**src/rtl/aes_block_packer.sv**
```systemverilog
`default_nettype none
`timescale 1ns/1ps
// +------------------------------------------------------------------------+
// | aes_block_packer                                                       |
// | Packs a byte stream into 128-bit AES blocks and pads the final block.  |
// | Build option: AES_PKCS7_PAD_EN selects PKCS#7 padding (else zero-fill).|
// | Revision: 1.0                                                          |
// +------------------------------------------------------------------------+
module aes_block_packer #(
  parameter logic [7:0] FILL_BYTE = 8'h00,
  parameter int         CNT_W     = 32
) (
  input  logic             clk,
  input  logic             reset,
  input  logic [7:0]       in_data,
  input  logic             in_valid,
  input  logic             in_last,
  output logic             in_ready,
  output logic [127:0]     blk_data,
  output logic             blk_valid,
  output logic             blk_last,
  output logic [4:0]       blk_count,
  input  logic             blk_ready,
  output logic [CNT_W-1:0] byte_count
);

`ifdef AES_PKCS7_PAD_EN
  localparam bit c_pad_en = 1'b1;
`else
  localparam bit c_pad_en = 1'b0;
`endif

  localparam logic [7:0]       c_pad_full = 8'h10;
  localparam logic [CNT_W-1:0] c_cnt_one  = {{(CNT_W-1){1'b0}}, 1'b1};

  typedef enum logic [0:0] {
    ST_FILL = 1'b0,
    ST_PAD  = 1'b1
  } state_t;

  state_t             r_state;
  state_t             w_state_nxt;
  logic [127:0]       r_asm;
  logic [3:0]         r_idx;
  logic [127:0]       r_blk_data;
  logic               r_blk_valid;
  logic               r_blk_last;
  logic [4:0]         r_blk_count;
  logic [CNT_W-1:0]   r_byte_count;

  logic               w_out_free;
  logic               w_in_ready;
  logic               w_byte_acc;
  logic               w_blk_acc;
  logic               w_emit;
  logic               w_load_pad;
  logic               w_full_last;
  logic               w_last_out;
  logic [7:0]         w_tail;
  logic [127:0]       w_blk_build;

  assign w_out_free  = !r_blk_valid || blk_ready;
  assign w_in_ready  = (r_state == ST_FILL) && w_out_free && !reset;
  assign w_byte_acc  = in_valid && w_in_ready;
  assign w_blk_acc   = r_blk_valid && blk_ready;
  assign w_emit      = w_byte_acc && (in_last || (r_idx == 4'd15));
  assign w_full_last = in_last && (r_idx == 4'd15);
  // With PKCS#7 a full final block is not the last one: a pad block follows.
  assign w_last_out  = in_last && !(c_pad_en && w_full_last);
  assign w_tail      = c_pad_en ? (8'd15 - {4'd0, r_idx}) : FILL_BYTE;

  always_comb begin
    w_blk_build = '0;
    for (int i = 0; i < 16; i++) begin
      if (4'(i) < r_idx)
        w_blk_build[8*i +: 8] = r_asm[8*i +: 8];
      else if (4'(i) == r_idx)
        w_blk_build[8*i +: 8] = in_data;
      else
        w_blk_build[8*i +: 8] = w_tail;
    end
  end

  always_comb begin
    w_state_nxt = r_state;
    w_load_pad  = 1'b0;
    unique case (r_state)
      ST_FILL: begin
        if (c_pad_en && w_emit && w_full_last)
          w_state_nxt = ST_PAD;
      end
      ST_PAD: begin
        if (w_out_free) begin
          w_load_pad  = 1'b1;
          w_state_nxt = ST_FILL;
        end
      end
      default: w_state_nxt = ST_FILL;
    endcase
  end

  always_ff @(posedge clk) begin
    if (reset)
      r_state <= ST_FILL;
    else
      r_state <= w_state_nxt;
  end

  always_ff @(posedge clk) begin
    if (reset) begin
      r_asm        <= '0;
      r_idx        <= '0;
      r_blk_data   <= '0;
      r_blk_valid  <= 1'b0;
      r_blk_last   <= 1'b0;
      r_blk_count  <= '0;
      r_byte_count <= '0;
    end else begin
      if (w_blk_acc)
        r_blk_valid <= 1'b0;
      if (w_load_pad) begin
        r_blk_data  <= {16{c_pad_full}};
        r_blk_valid <= 1'b1;
        r_blk_last  <= 1'b1;
        r_blk_count <= 5'd0;
      end
      if (w_byte_acc) begin
        r_asm[{r_idx, 3'b000} +: 8] <= in_data;
        r_byte_count                <= r_byte_count + c_cnt_one;
        if (w_emit) begin
          r_blk_data  <= w_blk_build;
          r_blk_valid <= 1'b1;
          r_blk_last  <= w_last_out;
          r_blk_count <= {1'b0, r_idx} + 5'd1;
          r_idx       <= 4'd0;
        end else begin
          r_idx <= r_idx + 4'd1;
        end
      end
    end
  end

  assign in_ready   = w_in_ready;
  assign blk_data   = r_blk_data;
  assign blk_valid  = r_blk_valid;
  assign blk_last   = r_blk_last;
  assign blk_count  = r_blk_count;
  assign byte_count = r_byte_count;

endmodule
`default_nettype wire

```
**config.mk**
```make
export PLATFORM = sky130hd
export DESIGN_NAME = aes_block_packer
export DESIGN_NICKNAME = d
export VERILOG_FILES = /design/src/rtl/aes_block_packer.sv
export SDC_FILE = /design/constraint.sdc
export NUM_CORES = 1
export LEC_CHECK = 0
export CAP_MARGIN = 20
export CORE_ASPECT_RATIO = 0.6
export CORE_MARGIN = 2
export CORE_UTILIZATION = 56
export CTS_CLUSTER_SIZE = 24
export DETAILED_ROUTE_END_ITERATION = 8
export GPL_TIMING_DRIVEN = 1
export PLACE_DENSITY = 0.81
export SLEW_MARGIN = 20
export SYNTH_ARGS = -nofsm -noshare
export SYNTH_HDL_FRONTEND = slang
export SYNTH_SLANG_ARGS = --single-unit
```
**constraint.sdc**
```tcl
create_clock -name clk -period 7.13 [get_ports clk]
set_clock_uncertainty 0.1 [all_clocks]
set_input_delay 0.713 -clock clk [delete_from_list [all_inputs] [get_ports clk]]
set_output_delay 0.713 -clock clk [all_outputs]
set_load 0.05 [all_outputs]
```
==> run_results.csv, run 1 <==
group,metric,value,unit
critical_path,reg2reg_from,"r_idx[3]",
synthesis,synthAdderAreaFrac,0.00549,
synthesis,synth_nets,1689,
power,combPwrFrac,0.076,
cts,cts_tree,"yes",
synthesis,ys_types,59,
cts,cts_buffers,27,
power,power_density,209,nW/um^2
sta,tightest_slew,1.12,ns
synthesis,synthTopCellsByCount,"292 x dfxtp_1, 222 x nand2_1, 189 x nand3_1",
synthesis,synth-simple-area-share,0.244,
outcome,status,"finished clean",
synthesis,synth_seq_cells,292,
critical_path,crit_slowest_cell,"dfxtp_2",
floorplanning,die_h,125,um
grt,grt_use_total,0.323,
cts,h-tree-depth,1,
cts,clkTransAtPathRegs,0.07,ns
cts,cts_sinks,292,
synthesis,synth_flop_cell,"dfxtp_1",
critical_path,path_max_fanout,70,
floorplanning,ioPinCount,181,
critical_path,cp.required,7.49,ns
floorplanning,dieArea,25700,um^2
critical_path,critPathBufInv,2,
worst_hold_path,hold_class,"flop to flop",
critical_path,crit_type,"flop to flop",
detailed_routing,vias,13284,
place,gp_congestion,0.904,
detailed_routing,highest_layer,"met4",
detailed_routing,wirelength,42800,um
cts,insertion_delay,0.54,ns
critical_path,path_cells,"buf_4 -> inv_1 -> xnor2_2 -> nand3_2 -> mux2i_1",
sta,maxSlewHeadroom,0.253,
layout,layout-drive-gt1-share,0.0743,
sta,finalSetupViolations,0,
synthesis,synth-seq-area-share,0.427,
cts,cts_setup_buffers,0,
power,p_seq_frac,0.484,
synthesis,yosysWarnings,0,
floorplanning,die_x,206,um
synthesis,synth_xor_area_frac,0.00887,
layout,area_growth,19.2,%
detailed_routing,drt-initial-drc-count,1558,
cts,cts-root-buf,"clkbuf_16",
critical_path,cp-startpoint,"r_idx[3]",
power,switchingPower,0.829,mW
place,placed_cell_area,15400,um^2
sta,finalHoldViolCount,0,
synthesis,synth_compound_area_frac,0.170,
place,pre_cts_slack,3.29,ns
synthesis,synthMuxAreaShare,0.0880,
place,hpwl,27400,um
power,ir_drop,0.149,mV
synthesis,synth_top_area_share,0.427,
cts,cts_resized,0,
layout,fillers,1918,
layout,finalInstanceArea,16300,um^2
run,max-cap-violations,0,
critical_path,cp.arrival,4.19,ns
power,p_int,2.58,mW
power,p_clk_frac,0.440,
grt,antenna_found_initial,0,
layout,finalNetCount,1749,
sta,setup_tns,0,ns
sta,drv_slew,0,
synthesis,synth_top_family_by_area,"simple AND/OR/NAND/NOR gates",
synthesis,synth_top_cell_by_area,"dfxtp_1",
critical_path,end_kind,"flop",
floorplanning,rows,44,
detailed_routing,m1WireLength,18800,um
cts,postCtsHoldBufs,0,
synthesis,syn_area,13700,um^2
sta,fin_ws,3.30,ns
floorplanning,start_util,0.568,
synthesis,synth_area_per_cell,8.19,um^2
detailed_routing,antenna_left,0,
synthesis,synth_most_common_cell,"dfxtp_1",
grt,grt_pass1_wl,67100,um
sta,fin_hold_ws,0.358,ns
critical_path,startpoint_type,"flop",
critical_path,cp_top_family,"buffers and inverters",
grt,grt_start_max_net_pins,124,
detailed_routing,drcViolationCount,0,
sta,max_freq,0.261,GHz
detailed_routing,wl_per_cell,20.7,um
place,port_buffers,180,
synthesis,netlist_top_cells_area,"dfxtp_1 43%, nand3_1 6.9%, a21oi_1 6.4%, nand2_1 6.1%, mux2i_1 6.0%",
detailed_routing,route.met2.wl,18700,um
worst_hold_path,hp-start,"r_asm[11]",
detailed_routing,via_per_inst,6.41,
sta,min_period,3.83,ns
cts,cts_max_path_buffers,3,
critical_path,max_stage_delay,0.90,ns
layout,fin_util,0.676,
floorplanning,core,24100,um^2
sta,rsz0062_at_grt,"no",
detailed_routing,drt_pass1_iterations,7,
grt,gr-total-overflow,0,
power,netSwitchingFraction,0.243,
power,p_leak,5.75,nW
detailed_routing,wl_met3,4410,um
synthesis,synth-edff-count,0,
synthesis,async_flop_share,0,
sta,post-route-period-util,0.537,
synthesis,synthCells,1670,
grt,grt_pass1_vias,12126,
-- metrics by stage --
stage          std cells  total power [mW]
2_1_floorplan       1670              1.86
3_3_place_gp        2021              1.93
3_5_place_dp        2022              1.93
4_1_cts             2070              3.40
5_1_grt             2071              3.49
6_report            2072              3.41
-- metal layers --
metal,global-route usage,vias to the layer above
met5,0,-
met4,0.0739,0
met3,0.0714,75
met2,0.476,746
met1,0.479,6371
li1,-,6092
-- registers in the layout (all words and copies together) (netlist names) --
register / cells
blk_count: 5
blk_data: 128
blk_last: 1
blk_valid: 1
byte_count: 32
r_asm: 120
r_idx: 4
r_state: 1
-- tightest hold or removal path: stages (launching register included) --
cell     delay [ns]
dfxtp_1        0.30
nand2_1        0.05
mux2i_1        0.06
-- final timing paths --
kind,depth (start not counted),to,slack [ns]
min,2,r_asm[11],0.36
max,5,r_asm[94],3.30
min reg2reg,2,r_asm[11],0.36
max reg2reg,5,r_asm[94],3.30
-- logic make-up after synthesis --
family	count (synthesis)
AO/OA/AOI/OAI	399
XOR/XNOR	13
adder cells (fa/ha/maj)	6
buffers and inverters	190
flip-flops	292
multiplexers	116
AND/OR/NAND/NOR	654
-- placed cells by master (no fill, tap or decap), drive strengths merged, types with 12 or more instances in the layout --
| master | Yosys | layout |
|---|---|---|
| nor3 | 35 | 35 |
| a21oi | 176 | 176 |
| o41ai | 16 | 16 |
| or4bb | 14 | 14 |
| dfxtp | 292 | 292 |
| buf | 46 | 25 |
| mux2i | 82 | 82 |
| nor4 | 15 | 15 |
| nor2 | 41 | 41 |
| nor2b | 17 | 17 |
| and2 | 33 | 33 |
| o31ai | 14 | 14 |
| clkbuf | 127 | 41 |
| o311ai | 24 | 24 |
| or4 | 12 | 12 |
| nand2 | 222 | 222 |
| nand4 | 26 | 26 |
| o21ai | 142 | 142 |
| nand3 | 199 | 199 |
| mux2 | 34 | 34 |
| inv | 16 | 17 |
| clkdlybuf4s50 | 0 | 179 |
-- cell type report --
type / count / area, um^2 / area share
clock buffers: 41 / 788 / 0.0483
repair buffers: 204 / 1990 / 0.122
multi-input cells: 1188 / 7100 / 0.435
well taps: 322 / 403 / 0.0247
diodes: 1 / 2.50 / 0.000153
flip-flops and latches: 292 / 5850 / 0.359
clock inverters: 7 / 110 / 0.00675
inverters: 17 / 63.8 / 0.00391
-- power by group through the flow --
stage / Sequential (mW) / Combinational, mW / Clock (mW)
final: 1.65 / 0.259 / 1.50
after global routing: 1.65 / 0.272 / 1.57
after CTS: 1.65 / 0.251 / 1.50
after detailed placement: 1.69 / 0.249 / 0
after global placement: 1.69 / 0.244 / 0
after floorplan: 1.71 / 0.147 / 0
(Power assumes the default switching activity.)
==> run 2: changes to the inputs <==
--- a/config.mk
+++ b/config.mk
@@ -8,11 +8,11 @@
 export CAP_MARGIN = 20
 export CORE_ASPECT_RATIO = 0.6
 export CORE_MARGIN = 2
-export CORE_UTILIZATION = 56
+export CORE_UTILIZATION = 50
 export CTS_CLUSTER_SIZE = 24
 export DETAILED_ROUTE_END_ITERATION = 8
 export GPL_TIMING_DRIVEN = 1
-export PLACE_DENSITY = 0.81
+export PLACE_DENSITY = 0.76
 export SLEW_MARGIN = 20
 export SYNTH_ARGS = -nofsm -noshare
 export SYNTH_HDL_FRONTEND = slang
==> constraint.sdc (replaced) <==
create_clock -name clk -period 3.1 [get_ports clk]
set_clock_uncertainty 0.1 [all_clocks]
set_input_delay 0.31 -clock clk [delete_from_list [all_inputs] [get_ports clk]]
set_output_delay 0.31 -clock clk [all_outputs]
set_load 0.05 [all_outputs]
==> run_results.csv, run 2 (same netlist as run 1, synthesis figures left out) <==
group,metric,value,unit
critical_path,startpoint_type,"flop",
sta,post-route-period-util,0.923,
power,combPwrFrac,0.077,
cts,clkTransAtPathRegs,0.07,ns
worst_hold_path,hold_depth,2,
detailed_routing,antenna_left,0,
detailed_routing,via_per_inst,6.14,
critical_path,cp.arrival,3.18,ns
critical_path,r2r_end,"blk_data[36]",
floorplanning,rows,46,
grt,grt_start_max_net_pins,92,
sta,max_freq,0.349,GHz
power,netSwitchingFraction,0.244,
power,p_int,6.12,mW
critical_path,path_cells,"buf_4 -> ha_1 -> nand3_1 -> a2111o_2 -> buf_12 -> a221oi_1 -> nor3_1",
critical_path,end_kind,"flop",
cts,insertion_delay,0.56,ns
critical_path,rrSetupSlack,0.24,ns
layout,largest_reg_flops,128,
worst_hold_path,hold_class,"flop to flop",
detailed_routing,wirelength,43200,um
grt,antenna_found_initial,0,
grt,grt_pass1_vias,12197,
worst_hold_path,hold_end,"r_asm[14]",
cts,cts_setup_buffers,0,
detailed_routing,route.met2.wl,18800,um
critical_path,path_max_fanout,91,
sta,finalSetupViolations,0,
detailed_routing,vias,13130,
layout,diodes,0,
sta,rsz0062_at_grt,"no",
detailed_routing,wl_per_cell,20.2,um
cts,cts_buffers,28,
cts,cts-root-buf,"clkbuf_16",
place,hpwl,28500,um
power,p_seq_frac,0.469,
power,ir_drop,0.327,mV
layout,layout-drive-gt1-share,0.0911,
detailed_routing,wl_met3,4050,um
grt,grt_pass1_wl,67800,um
critical_path,cp.required,3.42,ns
critical_path,crit_slowest_cell,"a2111o_2",
floorplanning,dieArea,28800,um^2
layout,layout_common_cells,"290 x dfxtp_1, 221 x nand2_1, 189 x nand3_1",
power,p_clk_frac,0.454,
cts,h-tree-depth,1,
floorplanning,die_h,132,um
detailed_routing,drt-initial-drc-count,1740,
detailed_routing,highest_layer,"met4",
critical_path,crit_type,"flop to flop",
sta,tightest_slew,0.899,ns
grt,gr-total-overflow,0,
layout,area_growth,21.8,%
critical_path,rr_worst_depth,7,
critical_path,max_stage_delay,0.58,ns
detailed_routing,m1WireLength,19500,um
floorplanning,ioPinCount,181,
sta,maxSlewHeadroom,0.396,
layout,layout_commonest_cell,"dfxtp_1",
layout,finalNetCount,1776,
floorplanning,start_util,0.514,
worst_hold_path,hp-start,"r_asm[14]",
sta,setup_tns,0,ns
detailed_routing,drcViolationCount,0,
sta,min_period,2.86,ns
place,gp_congestion,0.893,
sta,finalHoldViolCount,0,
place,port_buffers,180,
grt,grt_use_total,0.291,
floorplanning,core,26600,um^2
detailed_routing,drt_pass1_iterations,6,
cts,cts_max_path_buffers,3,
floorplanning,die_x,218,um
power,p_leak,5.93,nW
sta,drv_slew,0,
run,max-cap-violations,0,
cts,cts_sinks,292,
power,power_density,485,nW/um^2
critical_path,reg2reg_from,"r_idx[0]",
power,switchingPower,1.98,mW
outcome,status,"finished clean",
power,finalPower,8.09,mW
cts,cts_tree,"yes",
==> run 2: metrics by stage <==
| step | instances | utilization | hold WS, ns | area [um^2] | worst slack [ns] |
|---|---|---|---|---|---|
| 5_1_grt | 2138 | 0.626 | 0.380 | 16700 | 0.133 |
| 2_1_floorplan | 1670 | - | 0.334 | 13700 | 0.496 |
| 3_5_place_dp | 2086 | 0.588 | 0.350 | 15700 | 0.276 |
| 3_3_place_gp | 2086 | 0.588 | 0.342 | 15700 | 0.320 |
| 4_1_cts | 2138 | 0.625 | 0.360 | 16700 | 0.0394 |
| 6_report | 2138 | 0.626 | 0.358 | 16700 | 0.238 |
==> run 2: power groups by stage <==
stage,clock network [mW],registers (mW),logic [mW]
finish,3.67,3.79,0.625
global route,3.85,3.79,0.657
detailed placement,0,3.88,0.602
global placement,0,3.88,0.595
floorplan,0,3.94,0.338
CTS,3.70,3.79,0.609
==> run 2: worst max path at each step <==
| stage | cells past startpoint | slack (ns) | endpoint | startpoint |
|---|---|---|---|---|
| 3_5_place_dp | 4 | 0.28 | in_ready | blk_ready |
| 2_1_floorplan | 8 | 0.50 | r_asm[104] | r_idx[0] |
| 3_3_place_gp | 4 | 0.32 | in_ready | blk_ready |
| 4_1_cts | 3 | 0.04 | in_ready | blk_valid |
| 6_report | 7 | 0.24 | blk_data[36] | r_idx[0] |
| 5_1_grt | 7 | 0.13 | r_asm[104] | r_idx[1] |
==> run 2: per-layer routing <==
metal,global-route usage,vias up
met2,0.432,597
met1,0.430,6317
li1,-,6141
met3,0.0648,75
met5,0,-
met4,0.0601,0
==> run 2: layout make-up <==
class	count	area (um^2)
Timing Repair Buffer	230	2240
Clock inverter	12	165
Sequential cell	292	5850
Inverter	17	63.8
Fill cell	2262	9980
Clock buffer	39	813
Tap cell	360	450
Multi-Input combinational cell	1188	7090
==> run 2: what timing repair did <==
item / CTS / global route
endpoints found under the setup margin: 0 / 1
hold buffers: 1 / 0
hold endpoints to repair: 17 / 0
resized for setup: 0 / 1
==> run 2: worst max-delay path: cells and delay by family (launching register included) <==
family / cells / cell delay (ns)
AND/OR/NAND/NOR: 2 / 0.29
adder cells (fa/ha/maj): 1 / 0.25
AO/OA/AOI/OAI: 2 / 1.10
flip-flops: 1 / 0.34
buffers and inverters: 2 / 0.63
==> run 3: changes to the inputs <==
--- a/config.mk
+++ b/config.mk
@@ -9,10 +9,12 @@
 export CORE_ASPECT_RATIO = 0.6
 export CORE_MARGIN = 2
 export CORE_UTILIZATION = 50
+export CTS_CLUSTER_DIAMETER = 50
 export CTS_CLUSTER_SIZE = 24
 export DETAILED_ROUTE_END_ITERATION = 8
-export GPL_TIMING_DRIVEN = 1
+export GPL_TIMING_DRIVEN = 0
 export PLACE_DENSITY = 0.76
+export REMOVE_ABC_BUFFERS = 1
 export SLEW_MARGIN = 20
 export SYNTH_ARGS = -nofsm -noshare
 export SYNTH_HDL_FRONTEND = slang
==> run_results.csv, run 3 (same netlist as run 1, synthesis figures left out) <==
group,metric,value,unit
floorplanning,rows,46,
layout,area_growth,21.0,%
layout,layout_commonest_cell,"dfxtp_1",
floorplanning,start_util,0.514,
cts,insertion_delay,0.54,ns
sta,drv_slew,0,
critical_path,cp.arrival,3.29,ns
place,hpwl,26200,um
critical_path,max_stage_delay,0.69,ns
sta,maxSlewHeadroom,0.250,
place,dp.cells,2057,
detailed_routing,wl_per_cell,19.7,um
sta,max_freq,0.342,GHz
power,p_leak,5.79,nW
power,ir_drop,0.420,mV
critical_path,critPathBufInv,5,
sta,finalSetupViolations,0,
worst_hold_path,hold_class,"input port to flop",
detailed_routing,antenna_left,0,
layout,layout.cells.non_filler,2109,
floorplanning,die_h,132,um
sta,post-route-period-util,0.944,
detailed_routing,vias,12965,
layout,fin_util,0.621,
cts,cts-root-buf,"clkbuf_16",
cts,clkTransAtPathRegs,0.09,ns
critical_path,end_kind,"flop",
cts,h-tree-depth,1,
critical_path,startpoint_type,"flop",
grt,grt_start_max_net_pins,125,
layout,finalNetCount,1753,
grt,grt_pass1_wl,65100,um
place,placed_cell_area,15600,um^2
floorplanning,ioPinCount,181,
place,port_buffers,180,
floorplanning,core,26600,um^2
grt,grt_use_total,0.276,
layout,layout_common_cells,"288 x dfxtp_1, 220 x nand2_1, 189 x nand3_1",
sta,rsz0062_at_grt,"no",
critical_path,crit_slowest_cell,"dfxtp_4",
layout,largest_reg_flops,128,
critical_path,cp.required,3.47,ns
grt,grt_pass1_vias,12199,
floorplanning,dieArea,28800,um^2
detailed_routing,via_per_inst,6.15,
detailed_routing,drt-initial-drc-count,1633,
layout,finalInstanceArea,16600,um^2
grt,antenna_found_initial,0,
floorplanning,die_x,218,um
power,power_density,461,nW/um^2
outcome,status,"finished clean",
critical_path,crit_type,"flop to flop",
grt,gr-total-overflow,0,
critical_path,critical_path.most_common_cell,"buf_4",
sta,finalHoldViolCount,0,
critical_path,cp_top_family,"buffers and inverters",
cts,cts_sinks,292,
run,max-cap-violations,0,
cts,cts_max_path_buffers,3,
layout,layout-drive-gt1-share,0.0858,
place,gp_congestion,0.810,
layout,fillers,2300,
critical_path,path_max_fanout,36,
detailed_routing,drt_pass1_iterations,6,
detailed_routing,wirelength,41600,um
detailed_routing,drcViolationCount,0,
sta,fin_hold_ws,0.0907,ns
layout,diodes,0,
critical_path,rrSetupSlack,0.17,ns
cts,cts_tree,"yes",
cts,cts_buffers,23,
critical_path,path_cells,"nand3_1 -> a2111oi_4 -> buf_4 -> buf_6 -> buf_6 -> buf_4 -> buf_4 -> o21ai_0 -> a21oi_1",
sta,min_period,2.93,ns
sta,tightest_slew,1.12,ns
## run 3: cell count changes in the layout (fill, tap and decap cells not counted), moves of 4 or more
cell       previous run  this run
clkinv_2              6         0
clkbuf_8              5         0
inv_12                0         6
clkinv_4              0         4
clkbuf_16            29        23
buf_4                44        15
dfxtp_4               0         4
buf_6                 1         8
clkbuf_1              5         0
## run 3: worst paths after layout
| check | start | endpoint | depth (start not counted) |
|---|---|---|---|
| worst max-delay path | r_idx[2] | blk_data[50] | 9 |
| worst max register to register | r_idx[2] | blk_data[50] | 9 |
| worst min register to register | r_asm[79] | r_asm[79] | 2 |
| worst min-delay path | reset | blk_data[122] | 2 |
## run 3: report_power, final
| part | leakage [nW] | total, mW | switching, mW | internal, mW |
|---|---|---|---|---|
| clock | 0.391 | 3.23 | 1.66 | 1.57 |
| sequential | 2.36 | 3.80 | 0.0263 | 3.77 |
| combinational | 3.04 | 0.611 | 0.426 | 0.185 |
## run 3: timing repair
action	in CTS	in global routing
cloned	0	1
gates resized for setup	10	3
buffers inserted	4	7
pin swaps	2	2
hold buffers	0	0
setup endpoints to repair	258	80
## run 3: layout make-up
type / instances / area [um^2] / share of cell area
inverter: 17 / 68.8 / 0.00416
clock inverter: 17 / 241 / 0.0146
sequential: 292 / 5860 / 0.354
tap: 360 / 450 / 0.0272
timing repair buffer: 211 / 2190 / 0.132
multi-input combinational: 1189 / 7170 / 0.433
clock buffer: 23 / 576 / 0.0348
## run 3: metal layers
layer / vias up / share of wire / global-route usage
li1: 6108 / - / -
met4: 0 / 0.017 / 0.0590
met2: 535 / 0.43 / 0.412
met5: - / 0 / 0
met1: 6265 / 0.45 / 0.401
met3: 57 / 0.10 / 0.0678
## run 3: stage by stage
step	setup slack, ns	total power [mW]	TNS, ns
floorplan	-3.25	4.19	-446.38
global placement	-10.04	4.43	-2443.90
detailed placement	-0.911	4.46	-131.24
CTS	0.00190	7.65	0
global route	0.0501	7.87	0
finish	0.173	7.64	0
